### src/rtl/reg_file_wb.sv
// reg_file_wb: register file feeding the ALU operand buses, capturing write-back, with a handshaked dump port.
// Ports:
//   CLK, RESET (async, active-low)
//   IN, INADDRESS, WRITE, ZERO_IN      : write-back from the ALU
//   OUT1ADDRESS/OUT1, OUT2ADDRESS/OUT2 : combinational operand reads
//   ZERO_FLAG                          : ZERO status of the last write-back
//   DUMP_REQ, DUMP_READY               : dump request / beat accept
//   DUMP_VALID, DUMP_ADDR, DUMP_DATA   : current dump beat
//   DUMP_BUSY, DUMP_DONE               : scan in progress / end-of-dump pulse
module reg_file_wb #(
    parameter int WIDTH  = 8,
    parameter int DEPTH  = 8,
    parameter int ADDR_W = 3,
    parameter int BYPASS = 1
) (
    input  logic              CLK,
    input  logic              RESET,
    input  logic [WIDTH-1:0]  IN,
    input  logic [ADDR_W-1:0] INADDRESS,
    input  logic              WRITE,
    input  logic              ZERO_IN,
    input  logic [ADDR_W-1:0] OUT1ADDRESS,
    input  logic [ADDR_W-1:0] OUT2ADDRESS,
    output logic [WIDTH-1:0]  OUT1,
    output logic [WIDTH-1:0]  OUT2,
    output logic              ZERO_FLAG,
    input  logic              DUMP_REQ,
    input  logic              DUMP_READY,
    output logic              DUMP_VALID,
    output logic [ADDR_W-1:0] DUMP_ADDR,
    output logic [WIDTH-1:0]  DUMP_DATA,
    output logic              DUMP_BUSY,
    output logic              DUMP_DONE
);
    typedef enum logic [1:0] {IDLE, SCAN, DONE} state_t;
    localparam logic [ADDR_W-1:0] LAST = ADDR_W'(DEPTH - 1);
    state_t state;
    logic [WIDTH-1:0] mem [DEPTH];
    logic [ADDR_W-1:0] nxt_addr;
    logic [WIDTH-1:0] nxt_data;
    always_comb begin
        OUT1 = (BYPASS != 0 && WRITE && OUT1ADDRESS == INADDRESS) ? IN : mem[OUT1ADDRESS];
        OUT2 = (BYPASS != 0 && WRITE && OUT2ADDRESS == INADDRESS) ? IN : mem[OUT2ADDRESS];
        nxt_addr = (state == IDLE) ? '0 : DUMP_ADDR + 1'b1;
        // The dump always captures the post-edge register value, so a coincident write is forwarded.
        nxt_data = (WRITE && INADDRESS == nxt_addr) ? IN : mem[nxt_addr];
    end
    always_ff @(posedge CLK or negedge RESET) begin
        if (!RESET) begin
            for (int i = 0; i < DEPTH; i++) mem[i] <= '0;
            ZERO_FLAG <= 1'b0;
        end else if (WRITE) begin
            mem[INADDRESS] <= IN;
            ZERO_FLAG <= ZERO_IN;
        end
    end
    always_ff @(posedge CLK or negedge RESET) begin
        if (!RESET) begin
            state <= IDLE;
            DUMP_VALID <= 1'b0;
            DUMP_BUSY <= 1'b0;
            DUMP_DONE <= 1'b0;
            DUMP_ADDR <= '0;
            DUMP_DATA <= '0;
        end else begin
            case (state)
                IDLE: if (DUMP_REQ) begin
                    state <= SCAN;
                    DUMP_VALID <= 1'b1;
                    DUMP_BUSY <= 1'b1;
                    DUMP_ADDR <= nxt_addr;
                    DUMP_DATA <= nxt_data;
                end
                SCAN: if (DUMP_READY) begin
                    if (DUMP_ADDR == LAST) begin
                        state <= DONE;
                        DUMP_VALID <= 1'b0;
                        DUMP_BUSY <= 1'b0;
                        DUMP_DONE <= 1'b1;
                    end else begin
                        DUMP_ADDR <= nxt_addr;
                        DUMP_DATA <= nxt_data;
                    end
                end
                DONE: begin
                    state <= IDLE;
                    DUMP_DONE <= 1'b0;
                end
                default: state <= IDLE;
            endcase
        end
    end
endmodule

### config.mk
export PLATFORM = sky130hd
export DESIGN_NAME = reg_file_wb
export DESIGN_NICKNAME = d
export VERILOG_FILES = /design/src/rtl/reg_file_wb.sv
export SDC_FILE = /design/constraint.sdc
export NUM_CORES = 1
export LEC_CHECK = 0
export CORE_ASPECT_RATIO = 2
export CORE_MARGIN = 3
export CORE_UTILIZATION = 55
export DETAILED_ROUTE_END_ITERATION = 12
export PLACE_DENSITY = 0.78
export SLEW_MARGIN = 20
export SYNTH_ARGS = -nofsm -noshare
export SYNTH_HDL_FRONTEND = slang
export SYNTH_SLANG_ARGS = --single-unit
### constraint.sdc
create_clock -name CLK -period 3 [get_ports CLK]
set_input_delay 0.3 -clock CLK [delete_from_list [all_inputs] [get_ports CLK]]
set_output_delay 0.3 -clock CLK [all_outputs]
set_load 0.01 [all_outputs]
==> results.ini <==
[synthesis]
synth_seq_area_share=0.391
ys_top_cells_by_area=dfrtp_1 (39%), mux4_2 (15%), mux2_2 (8.6%), mux2i_1 (4.5%), o21ai_0 (3.8%)
synth-seq-cells=80
netlist_area_mm2=0.00512
async_flop_share=1.00
syn_nets=491
yosysTopAreaCellShare=0.391
yosys_warnings=0
synth_area_per_cell_um2=11.0
synth_edf_count=0
yosys.area.top_type=dfrtp_1
yosysUniqueCellTypes=48
synth_top_flop_cell=dfrtp_1
synth_most_common_cell=dfrtp_1
synthTopCellsByCount=dfrtp_1 (80), nand2_1 (50), mux2_2 (39), o21ai_0 (39), mux4_2 (33)
syn-instance-count=466

[detailed_routing]
drc=0
post_drt_wl_per_cell_um=23.7
vias=4169
vias_per_cell=6.71
drt_iter0_drc=391
dr.pass1.iters=5
drt-total-wl_um=14700
final_antenna_net_count=0

[cts]
path_clk_slew_ns=0.06
post-cts-setup-buffers=0
clkLatencyLatePin_ns=0.35
cts_resized=0
cts_root_buf=clkbuf_16
h-tree-depth=3
cts_tree=built
cts.sinks=80
cts_made_buffers=9
cts_buffer_depth=2
cts_hold_buf=0

[worst_setup_path]
crit_path_top_delay_cell=clkdlybuf4s50_1
crit_path_frequent_cell=clkdlybuf4s50_1
cpPeakStageDelay_ns=0.52
required_ns=2.70
path_class=in -> out
cp_max_fo=17
path_cells=clkdlybuf4s50_1, buf_12, mux4_2, mux2i_1, a21oi_1, clkdlybuf4s50_1
worstSetupStartpointType=primary input
endpoint_kind=output port
crit_arrival_ns=2.37

[timing]
maxSlewHeadroom=0.501
timing.final.crit_period_ns=2.67
maxSlewViolCount=0
max_freq_mhz=375
fin_ws_ns=0.332
timing.hold.ws_ns=-0.0115
setup_viol=0
post-route-period-util=0.889
tightest_slew_ns=0.748
rsz0062_at_grt=no
finClkSkew_ns=0.00399
tns_ns=0
hold_viol_final=5

[place]
dp_hpwl_um=10100
io_buffers=53
place_area_mm2=0.00575
dp_slack_ns=0.326
place_congestion=0.966

[floorplanning]
start_util=0.568
die_h_um=142
core_mm2=0.00901
die_x_um=74.2
ios=54
core.rowCount=49
die_area_mm2=0.0106

[pwr]
power.switching_mw=2.02
p_int_mw=3.34
p_per_area_mw_per_mm2=883
p_leak_nw=2.55
power_frac_comb=0.476
vdd_ir_drop_max_v=0.000649
power_frac_seq=0.305
sw_frac_of_total=0.377
pwr-share-clk=0.218
finalPower_mw=5.36

[status]
status=finished with violations
violations=hold timing

[cells_and_area]
fin_area_mm2=0.00606
final_nets=541
antenna_cells=0
area_growth_pct=18.5
drive_gt1_frac=0.247
utilization=0.673
n_fill_cell=682

[global_route]
grt_pass1_wl_um=23400
grt_pass1_vias=4412
grt_overflow_total=0
grt_max_degree=81
antenna_found_initial=0
grt.total_usage=0.300

[run]
maxCapViolCount=0

[worst_hold_path]
hp-class=in -> async

[power by group through the flow]
stage / logic, mW / registers, mW / clock network (mW)
after global routing: 2.76 / 1.67 / 1.22
after global placement: 2.43 / 1.62 / 0
after detailed placement: 2.50 / 1.64 / 0
after floorplan: 1.74 / 1.59 / 0
after CTS: 2.54 / 1.63 / 1.17
final: 2.55 / 1.64 / 1.17
[cells by family (layout without fill, tap and decap cells)]
logic type | after synthesis | after routing | share of synthesized area
simple gates | 126 | 126 | 0.122
xor+xnor | 8 | 8 | 0.0137
mux | 96 | 96 | 0.278
compound gates | 107 | 107 | 0.140
buf+inv | 47 | 100 | 0.0506
fa+ha+maj | 2 | 2 | 0.00489
flops | 80 | 80 | 0.391
[sequential cells by signal (all words and copies together) (netlist names)]
name,count
DUMP_ADDR,3
DUMP_DATA,8
state,2
mem,64
DUMP_BUSY,1
ZERO_FLAG,1
DUMP_DONE,1
[layout by cell type (no fill, tap or decap), types with 2 or more instances in the layout]
master / count
dfrtp_1: 80
clkdlybuf4s50_1: 52
nand2_1: 50
mux2_2: 39
o21ai_0: 39
mux4_2: 33
a21oi_1: 25
nor2_1: 24
mux2i_1: 23
buf_4: 21
nor3_1: 15
nor2b_1: 13
o21bai_1: 12
inv_1: 10
clkbuf_16: 9
o221ai_2: 8
xnor2_1: 7
o22ai_1: 6
a22oi_1: 6
nand2b_1: 4
nand4_1: 3
nand4b_1: 3
nand3b_1: 2
and2_0: 2
nor3_2: 2
nor3b_2: 2
ha_1: 2
bufinv_16: 2
clkinv_2: 2
buf_12: 2
[final timing paths]
check / from / endpoint / slack [ns] / cells past startpoint
min in group CLK: DUMP_DATA[7] / DUMP_DATA[7] / 0.50 / 2
max in group asynchronous: RESET / mem[55] / 2.50 / 1
min: RESET / ZERO_FLAG / -0.01 / 1
min reg2reg: DUMP_DATA[7] / DUMP_DATA[7] / 0.50 / 2
max reg2reg: DUMP_ADDR[0] / DUMP_DATA[1] / 0.44 / 7
max: OUT2ADDRESS[1] / OUT2[5] / 0.33 / 6
[metal layers]
| metal | global-route usage | part of all wire |
|---|---|---|
| met1 | 0.348 | 0.35 |
| met2 | 0.495 | 0.52 |
| met3 | 0.0693 | 0.070 |
| met4 | 0.180 | 0.062 |
| met5 | 0 | 0 |
[final cells by class]
cell class              count  area (um^2)  area share
multi-input cells         339         2860       0.471
flip-flops and latches     80         2000       0.330
repair buffers             76          729       0.120
clock buffers              10          239      0.0394
well taps                 102          128      0.0210
clock inverters             4         70.1      0.0116
inverters                  10         37.5     0.00619
[metrics by stage]
step / hold WS, ns / std cells
after CTS: 0.168 / 621
after detailed placement: 0.488 / 607
after global routing: 0.0512 / 621
final: -0.0115 / 621
after global placement: 0.487 / 607
after floorplan: 0.00441 / 466
[worst max-delay path: cells and delay by family]
family / cells / cell delay (ns)
AOI/OAI and AO/OA: 1 / 0.10
buffers and inverters: 3 / 1.22
muxes: 2 / 0.73
(Power assumes the default switching activity.)
